--- src/rtl/settings_pkg.sv ---
// Shared CSR map and FSM state type for the memory-checker CSR initiator.
package settings_pkg;

    localparam logic [3:0] CSR_CTRL     = 4'd0;
    localparam logic [3:0] CSR_PARAM_LO = 4'd1;
    localparam logic [3:0] CSR_PARAM_HI = 4'd3;
    localparam logic [3:0] CSR_STATUS   = 4'd4;
    localparam logic [3:0] CSR_RES_LO   = 4'd5;
    localparam logic [3:0] CSR_RES_HI   = 4'd14;

    localparam int CSR_START_BIT = 0;

    typedef enum logic [3:0] {
        IDLE,
        WR_PARAM,
        WR_START,
        POLL_GAP,
        POLL_RD,
        POLL_WAIT,
        RES_RD,
        RES_WAIT,
        DONE
    } csr_master_state_t;

endpackage

--- src/rtl/csr_test_master.sv ---
// Avalon-MM initiator: writes test parameters, starts the checker, polls status
// with a timeout, then reads back the ten result registers.
module csr_test_master
    import settings_pkg::*;
#(
    parameter int RD_LAT    = 1,
    parameter int POLL_GAP  = 16,
    parameter int MAX_POLLS = 4096
) (
    input  logic              clk_sys_i,
    input  logic              rst_i,
    input  logic              cmd_valid_i,
    output logic              cmd_ready_o,
    input  logic [3:1][31:0]  cmd_param_i,
    output logic              read_o,
    output logic              write_o,
    output logic [3:0]        address_o,
    output logic [31:0]       writedata_o,
    input  logic [31:0]       readdata_i,
    output logic              res_valid_o,
    output logic [14:5][31:0] res_data_o,
    output logic              timeout_o,
    output logic              busy_o
);

    localparam int LAT_W = $clog2(RD_LAT + 1);

    csr_master_state_t state_q, state_d;
    logic [3:0]        idx_q, idx_d;
    logic [15:0]       poll_cnt_q, poll_cnt_d;
    logic [15:0]       gap_cnt_q, gap_cnt_d;
    logic [LAT_W-1:0]  lat_cnt_q, lat_cnt_d;
    logic [3:1][31:0]  param_q, param_d;
    logic [14:5][31:0] res_q, res_d;
    logic              timeout_q, timeout_d;

    always_comb begin
        state_d     = state_q;
        idx_d       = idx_q;
        poll_cnt_d  = poll_cnt_q;
        gap_cnt_d   = gap_cnt_q;
        lat_cnt_d   = lat_cnt_q;
        param_d     = param_q;
        res_d       = res_q;
        timeout_d   = 1'b0;
        read_o      = 1'b0;
        write_o     = 1'b0;
        address_o   = '0;
        writedata_o = '0;

        case (state_q)
            IDLE: begin
                if (cmd_valid_i) begin
                    state_d = WR_PARAM;
                    idx_d   = CSR_PARAM_LO;
                    param_d = cmd_param_i;
                    res_d   = '0;
                end
            end
            WR_PARAM: begin
                write_o   = 1'b1;
                address_o = idx_q;
                case (idx_q[1:0])
                    2'd1:    writedata_o = param_q[1];
                    2'd2:    writedata_o = param_q[2];
                    default: writedata_o = param_q[3];
                endcase
                if (idx_q == CSR_PARAM_HI) begin
                    state_d = WR_START;
                end else begin
                    idx_d = idx_q + 4'd1;
                end
            end
            WR_START: begin
                write_o                    = 1'b1;
                address_o                  = CSR_CTRL;
                writedata_o[CSR_START_BIT] = 1'b1;
                poll_cnt_d                 = '0;
                gap_cnt_d                  = 16'(POLL_GAP);
                state_d                    = settings_pkg::POLL_GAP;
            end
            settings_pkg::POLL_GAP: begin
                gap_cnt_d = gap_cnt_q - 16'd1;
                if (gap_cnt_q <= 16'd1) begin
                    state_d = POLL_RD;
                end
            end
            POLL_RD: begin
                read_o    = 1'b1;
                address_o = CSR_STATUS;
                lat_cnt_d = LAT_W'(RD_LAT);
                state_d   = POLL_WAIT;
            end
            POLL_WAIT: begin
                lat_cnt_d = lat_cnt_q - LAT_W'(1);
                if (lat_cnt_q == LAT_W'(1)) begin
                    // The status read clears the flag, so a hit must go straight to results.
                    if (readdata_i[0]) begin
                        state_d = RES_RD;
                        idx_d   = CSR_RES_LO;
                    end else begin
                        if (poll_cnt_q != 16'hFFFF) begin
                            poll_cnt_d = poll_cnt_q + 16'd1;
                        end
                        if (MAX_POLLS != 0 && int'(poll_cnt_q) + 1 == MAX_POLLS) begin
                            timeout_d = 1'b1;
                            state_d   = IDLE;
                        end else begin
                            gap_cnt_d = 16'(POLL_GAP);
                            state_d   = settings_pkg::POLL_GAP;
                        end
                    end
                end
            end
            RES_RD: begin
                read_o    = 1'b1;
                address_o = idx_q;
                lat_cnt_d = LAT_W'(RD_LAT);
                state_d   = RES_WAIT;
            end
            RES_WAIT: begin
                lat_cnt_d = lat_cnt_q - LAT_W'(1);
                if (lat_cnt_q == LAT_W'(1)) begin
                    res_d[idx_q] = readdata_i;
                    if (idx_q == CSR_RES_HI) begin
                        state_d = DONE;
                    end else begin
                        idx_d   = idx_q + 4'd1;
                        state_d = RES_RD;
                    end
                end
            end
            DONE: begin
                state_d = IDLE;
            end
            default: begin
                state_d = IDLE;
            end
        endcase
    end

    always_ff @(posedge clk_sys_i) begin
        if (rst_i) begin
            state_q    <= IDLE;
            idx_q      <= '0;
            poll_cnt_q <= '0;
            gap_cnt_q  <= '0;
            lat_cnt_q  <= '0;
            param_q    <= '0;
            res_q      <= '0;
            timeout_q  <= 1'b0;
        end else begin
            state_q    <= state_d;
            idx_q      <= idx_d;
            poll_cnt_q <= poll_cnt_d;
            gap_cnt_q  <= gap_cnt_d;
            lat_cnt_q  <= lat_cnt_d;
            param_q    <= param_d;
            res_q      <= res_d;
            timeout_q  <= timeout_d;
        end
    end

    assign cmd_ready_o = (state_q == IDLE);
    assign busy_o      = (state_q != IDLE);
    assign res_valid_o = (state_q == DONE);
    assign res_data_o  = res_q;
    assign timeout_o   = timeout_q;

endmodule

--- config.mk ---
export PLATFORM = sky130hd
export DESIGN_NAME = csr_test_master
export DESIGN_NICKNAME = d
export VERILOG_FILES = /design/src/rtl/settings_pkg.sv /design/src/rtl/csr_test_master.sv
export SDC_FILE = /design/constraint.sdc
export NUM_CORES = 1
export LEC_CHECK = 0
export CAP_MARGIN = 5
export CORE_UTILIZATION = 41
export CTS_CLUSTER_SIZE = 40
export DETAILED_ROUTE_END_ITERATION = 7
export PLACE_DENSITY = 0.72
export SYNTH_ARGS = -nofsm -noshare
export SYNTH_HDL_FRONTEND = slang
export SYNTH_SLANG_ARGS = --single-unit
--- constraint.sdc ---
create_clock -name clk_sys_i -period 2.6 [get_ports clk_sys_i]
set_input_delay 0.39 -clock clk_sys_i [delete_from_list [all_inputs] [get_ports clk_sys_i]]
set_output_delay 0.39 -clock clk_sys_i [all_outputs]
set_load 0.05 [all_outputs]
==> results of run 1 <==
-- per-layer routing --
metal | vias up | track usage (%) | routed length, um
met5 | - | 0 | 0
met4 | 0 | 18.51 | 4508
met3 | 225 | 8.545 | 7067
met2 | 946 | 48.60 | 33060
met1 | 9197 | 39.97 | 29340
li1 | 8946 | - | -
-- layout make-up --
class                      count  area [um^2]
clock inverter                13        193.9
multi-input combinational   1669         8625
clock buffer                  75         1454
inverter                      12        50.05
timing repair buffer         599         6554
sequential                   458         9183
fill                        3643        16660
antenna                        1        2.502
tap                          585        732.0
-- Yosys cell counts (2+ instances only) --
cell / n
buf_2: 7
o21bai_1: 2
xnor2_1: 4
o21ai_0: 28
a22oi_1: 34
and2_1: 2
nor2b_1: 4
a21oi_1: 126
nand3_1: 10
nor4_1: 7
and4_1: 3
a31oi_1: 321
buf_6: 2
a211oi_1: 35
or3_1: 8
nor4b_1: 2
clkbuf_1: 197
o31a_1: 4
inv_1: 12
nand2b_1: 8
nor3b_1: 6
or2_2: 2
or4_4: 3
o31ai_1: 7
nor2_1: 713
nand3b_1: 3
dfxtp_1: 458
clkbuf_2: 2
and4b_1: 2
a311oi_1: 7
buf_1: 6
nand2_1: 255
ha_1: 8
xor2_1: 3
and3_1: 5
nand4_1: 6
nor3_1: 17
or4_1: 8
-- stage by stage --
stage               setup WS (ns)  cell area (um^2)
finish                   -0.01671             26790
global route             -0.05658             26790
CTS                      -0.03931             26630
detailed placement       -0.06134             24430
global placement         -0.01586             24430
floorplan                 -0.3973             18220
-- power by group through the flow --
| stage | sequential [mW] | clock [mW] | combinational, mW |
|---|---|---|---|
| final | 7.68 | 7.16 | 7.04 |
| after global placement | 7.77 | 0 | 5.82 |
| after CTS | 7.66 | 7.26 | 6.73 |
| after global routing | 7.71 | 7.51 | 7.43 |
| after floorplan | 7.73 | 0 | 3.69 |
| after detailed placement | 7.80 | 0 | 5.92 |
-- final timing paths --
kind	to	slack (ns)	cells after the start
setup / recovery	writedata_o[8]	-0.02	5
hold / removal	res_data_o[5]$_SDFFE_PP0P_	0.25	2
setup reg to reg	gap_cnt_q[6]$_SDFFE_PP0P_	0.15	7
hold reg to reg	param_q[5]$_SDFFE_PP0P_	0.46	2
-- flip-flops by register name, summed over array words and instances (netlist names) --
signal and cells:
res_data_o 320, state_q 4, poll_cnt_q 16, lat_cnt_q 1
timeout_o 1, gap_cnt_q 16, param_q 96, idx_q 4
-- kinds of logic after synthesis --
group,after synthesis,share of synthesized area [%]
and+or+nand+nor,1074,24.01
AOI/OAI and AO/OA,577,19.76
DFF,458,50.39
buffers and inverters,226,4.807
xor gates and xnor gates,8,0.4264
adders and majority gates,8,0.5502
muxes,1,0.05502
-- timing repair --
action | 4_1_cts | 5_1_grt
endpoints found under the hold margin | 0 | 0
setup buffers | 7 | 7
gates cloned | 4 | 2
setup endpoints to repair | 35 | 60
pin swaps | 6 | 10
gates resized for setup | 74 | 14
==> summary.md, run 1 <==
| Metric | Value |
|---|---|
| H-tree depth | `2` |
| Placed cell count | `3303` |
| NetSw | `between 7 and 8 mW` |
| CP Buf/Inv Count | `3` |
| Final setup TNS | `-0.01808 ns` |
| Max VDD drop | `0.7409 mV` |
| Die outline height | `212.7 um` |
| Pin slew with the least headroom to its limit | `0.7979 ns` |
| Post-synth ARST share | `0%` |
| Port Buffers | `492` |
| Ports | `~500` |
| Final wirelength | `approximately 74 mm` |
| Syn. warnings | `0` |
| Min-Delay Path Class | `input pin to register` |
| Status | `finished with violations` |
| Failing checks | `negative setup slack` |
| Comb power frac | `approximately a third` |
| Root buf cell | `clkbuf_16` |
| Startpoint types | `register` |
| CP startpoint | `idx_q[1]$_SDFFE_PP0P_` |
| Largest area contributor in the netlist | `dfxtp_1` |
| Unique masters post-synth | `63` |
| GRT Total Usage | `a little under a third` |
| Endpoint type of the worst setup path | `output port` |
| Worst path top cell family by delay | `buffers and inverters` |
| Minimum clock period | `roughly 2.6 ns` |
| Sw Ratio | `between 30% and 40%` |
| Largest net degree at the start of global routing | `100` |
| Worst path max stage delay | `about 0.39 ns` |
| Slew margin rel. | `46.68%` |
| Worst-Skew Late Latency | `about 0.6 ns` |
| Most used DFF post-synth | `dfxtp_1` |
| Worst clock skew | `around 0.03 ns` |
| Detailed-router iteration count before antenna repair | `6` |
| Core Rows | `76` |
| CTS hold repair buffers | `0` |
| Critical Path Fanout Max | `31` |
| Final setup viols | `3` |
| Post-DP HPWL | `approximately 48 mm` |
| Top-area cell type share of the netlist area | `between 50% and 60%` |
| Commonest non-fill, non-tap cells in the layout | `713 x nor2_1, 453 x dfxtp_1, 450 x clkdlybuf4s50_1, 321 x a31oi_1, 246 x nand2_1` |
| Cells along the critical path | `inv_6, ha_4, bufbuf_16, a211oi_4, buf_12` |
| Required time of the critical path | `2.21 ns` |
| Syn nets | `2491` |
| Unrepaired setup endpoints after global routing | `yes` |
| Final Net Count | `2928` |
| Die W | `approximately 210 um` |
| Most common cell after layout, fill and taps aside | `nor2_1` |
| Power density over the cells | `816.7 mW/mm^2` |
| Clock slew at reported path FFs | `~0.06 ns` |
| Leak Pwr | `around 9.2 nW` |
| Clk pwr share | `32.7%` |
| Initial Util | `roughly two fifths` |
| Core Box Area | `roughly 0.043 mm^2` |
| Pins Over Slew Limit | `0` |
| Endpoints failing hold | `0` |
| Area Overhead vs Synth | `47.26%` |
| Mapped Cells | `2352` |
| F_max | `approximately 0.38 GHz` |
| GPL Wtd Cong | `approximately 0.9` |
| Area of the die | `between 0.04 and 0.05 mm^2` |
| Num CTS Buffers | `49` |
| Global-route wire length before repair | `approximately 110 mm` |
| Setup WS post-layout | `-0.01671 ns` |
| Seq pwr share | `35.1%` |
| DRC viols | `0` |
| Crit path DAT | `between 2 and 2.5 ns` |
| Syn Std Cell Area | `between 0.015 and 0.02 mm^2` |
| Register bit total from synthesis | `458` |
| Post-synth EDFFs | `0` |
| Via count | `roughly 19k` |
| Average routed wire per standard cell | `roughly 22 um` |
| Overall overflow remaining after global route | `0` |
| Vias in the first global route | `~18k` |
| CTS tree | `yes` |
| Final std cells w/o fill | `roughly 3.4k` |
| TritonCTS Sinks | `roughly 460` |
| Register area share after synthesis | `about half` |
| Reg2Reg Launch Point | `poll_cnt_q[9]$_SDFFE_PP0P_` |
| Maxcap violations | `0` |
| Tot Pwr | `approximately 22 mW` |
| Power Internal | `~14 mW` |
| Final Cycle Share | `100.6%` |
| CP Class | `register to output port` |
| Clock buffer depth | `3` |
| Via/cell ratio | `roughly 5.7` |
| CP max stage cell | `dfxtp_4` |
| Final hold slack | `between 0.2 and 0.25 ns` |
| Worst Hold Launch | `rst_i` |
| Initial antenna violation count | `2` |
| Detail Route Antenna Nets | `0` |
| Layout cell share with drive strength beyond 1 | `a little over a tenth` |
| Finished Core Util | `about 62%` |
| Syn Area/Cell | `7.736 um^2` |
| Detailed Route Iter0 Violations | `2081` |
| Largest cells by area after synthesis | `dfxtp_1 50%, nor2_1 15%, a31oi_1 11%` |
Power figures use the tool's default switching activity.
==> inputs of run 2 (changes only) <==
--- a/config.mk
+++ b/config.mk
@@ -7,9 +7,11 @@
 export LEC_CHECK = 0
 export CAP_MARGIN = 5
 export CORE_UTILIZATION = 41
+export CTS_BUF_LIST = sky130_fd_sc_hd__clkbuf_8
 export CTS_CLUSTER_SIZE = 40
 export DETAILED_ROUTE_END_ITERATION = 7
 export PLACE_DENSITY = 0.72
+export SETUP_SLACK_MARGIN = 0.05
 export SYNTH_ARGS = -nofsm -noshare
 export SYNTH_HDL_FRONTEND = slang
 export SYNTH_SLANG_ARGS = --single-unit
==> summary.md, run 2 (synthesized netlist as in run 1, its figures left out) <==
| Metric | Value |
|---|---|
| CTS hold repair buffers | `0 (unchanged)` |
| Max VDD drop | `0.5323 mV (-28%)` |
| Setup WS post-layout | `-0.06782 ns (-0.05111 ns)` |
| Average routed wire per standard cell | `21.55 um (-0.60%)` |
| Final wirelength | `75.28 mm (+1.8%)` |
| Pin slew with the least headroom to its limit | `0.7569 ns (-0.04097 ns)` |
| F_max | `0.3748 GHz (-1.9%)` |
| Status | `finished with violations` |
| Worst clock skew | `0.03166 ns (+0.002191 ns)` |
| Detail Route Antenna Nets | `0 (unchanged)` |
| Post-DP HPWL | `48.49 mm (+1.2%)` |
| Die W | `212.7 um (unchanged)` |
| H-tree depth | `3 (+1)` |
| Global-route wire length before repair | `109.7 mm (+0.29%)` |
| Area Overhead vs Synth | `50.34%` |
| Worst-Skew Late Latency | `0.66 ns (+0.05 ns)` |
| Clock slew at reported path FFs | `0.06 ns (about the same)` |
| Slew margin rel. | `49.42% (+2.7 points)` |
| Via count | `19.52k (+1.0%)` |
| Required time of the critical path | `2.21 ns (about the same)` |
| Detailed Route Iter0 Violations | `1946 (-6.5%)` |
| Leak Pwr | `9.581 nW (+3.6%)` |
| Worst path max stage delay | `0.48 ns (+0.09 ns)` |
| CP Class | `register to output port` |
| Num CTS Buffers | `78 (+59%)` |
| Layout cell share with drive strength beyond 1 | `13.90% (+3.0 points)` |
| Dpl ws | `0.1090 ns (+0.1703 ns)` |
| CP max stage cell | `or3_4` |
| Ports | `493 (unchanged)` |
| Power density over the cells | `817.6 mW/mm^2 (+0.11%)` |
| Finished Core Util | `62.95% (+1.3 points)` |
| Endpoints failing hold | `0 (unchanged)` |
| Commonest non-fill, non-tap cells in the layout | `700 x nor2_1, 450 x clkdlybuf4s50_1, 449 x dfxtp_1, 321 x a31oi_1, 246 x nand2_1` |
| Crit path DAT | `2.28 ns (+0.05 ns)` |
| Clock buffer depth | `3 (unchanged)` |
| Final Cycle Share | `102.6% (+2.0 points)` |
| Maxcap violations | `0 (unchanged)` |
| Pins Over Slew Limit | `0 (unchanged)` |
| Critical Path Fanout Max | `9 (-71%)` |
| Area of the die | `0.04522 mm^2 (unchanged)` |
| Minimum clock period | `2.668 ns (+0.05111 ns)` |
| Via/cell ratio | `5.587 (-1.3%)` |
| Initial antenna violation count | `0 (-2)` |
| Final Net Count | `2993 (+2.2%)` |
| Tot Pwr | `22.37 mW (+2.2%)` |
| Overall overflow remaining after global route | `0 (unchanged)` |
| Core Rows | `76 (unchanged)` |
| Die outline height | `212.7 um (unchanged)` |
| Port Buffers | `492 (unchanged)` |
| Initial Util | `41.87% (unchanged)` |
| Final setup viols | `18 (+15)` |
| Core Box Area | `0.04346 mm^2 (unchanged)` |
| GPL Wtd Cong | `0.9327 (+4.7%)` |
| Detailed-router iteration count before antenna repair | `6 (unchanged)` |
| GRT Total Usage | `31.85% (+0.16 points)` |
| Endpoint type of the worst setup path | `output port` |
| Vias in the first global route | `18.61k (+2.3%)` |
| Root buf cell | `clkbuf_8` |
| Cells along the critical path | `or3_4, buf_16, buf_12, a211oi_4, buf_12` |
| DRC viols | `0 (unchanged)` |
| Startpoint types | `register` |
| CTS tree | `yes` |
| Largest net degree at the start of global routing | `119 (+19%)` |
| TritonCTS Sinks | `458 (unchanged)` |
| Unrepaired setup endpoints after global routing | `yes` |
| Final setup TNS | `-0.5208 ns (-0.5027 ns)` |
| Failing checks | `negative setup slack` |
| Max reg flops | `320 (unchanged)` |
| Min-Delay Path Class | `input pin to register` |
| Cell repeated most along the worst path | `buf_12` |
| Most common cell after layout, fill and taps aside | `nor2_1` |
==> run 2: power breakdown <==
group          internal, mW  total, mW  switching [mW]  leakage (nW)
Sequential             7.41       7.69           0.283          3.71
Clock                  3.65       6.68            3.03         0.891
Combinational          3.18       7.99            4.81          4.98
Total                  14.2       22.4            8.12          9.58
==> run 2: through the flow <==
| step | hold WS (ns) | area [um^2] | instances |
|---|---|---|---|
| after floorplan | 0.4360 | 18230 | 2352 |
| after CTS | 0.08618 | 27100 | 3481 |
| after global placement | 0.4437 | 24540 | 3318 |
| final | 0.1021 | 27360 | 3493 |
| after detailed placement | 0.4471 | 24540 | 3318 |
| after global routing | 0.09793 | 27350 | 3492 |
==> run 2: final timing paths <==
kind | startpoint | endpoint | slack [ns] | cells after the start
min reg2reg | param_q[10]$_SDFFE_PP0P_ | param_q[10]$_SDFFE_PP0P_ | 0.45 | 2
max reg2reg | poll_cnt_q[9]$_SDFFE_PP0P_ | gap_cnt_q[6]$_SDFFE_PP0P_ | 0.20 | 8
max | state_q[3]$_SDFFE_PP0P_ | writedata_o[30] | -0.07 | 5
min | rst_i | res_data_o[13]$_SDFFE_PP0P_ | 0.10 | 2
==> run 2: metal layers <==
metal	GRT usage, %	vias to the layer above	wire [um]
li1	-	9044	-
met5	0	-	0
met1	39.44	9296	30220
met4	17.69	0	3922
met3	8.898	198	6870
met2	49.91	977	34270
==> run 2: what timing repair did <==
action	in CTS	in global routing
buffers inserted	23	9
gates resized for setup	117	35
setup endpoints to repair	38	50
cloned	7	2
pin swaps	25	14
==> run 2: final cells by class <==
type                       instances  area [um^2]
fill                            3621        16100
sequential                       458         9188
multi-input combinational       1668         8768
timing repair buffer             636         7018
clock buffer                     100         1376
tap                              585        732.0
clock inverter                    33        220.2
inverter                          12        50.05
antenna                            1        2.502
==> run 2: worst max-delay path: cells and delay by family (launching register included) <==
| kind | cells | cell delay, ns |
|---|---|---|
| buffers and inverters | 3 | 0.54 |
| AOI/OAI and AO/OA | 1 | 0.23 |
| and+or+nand+nor | 1 | 0.48 |
| DFF | 1 | 0.39 |
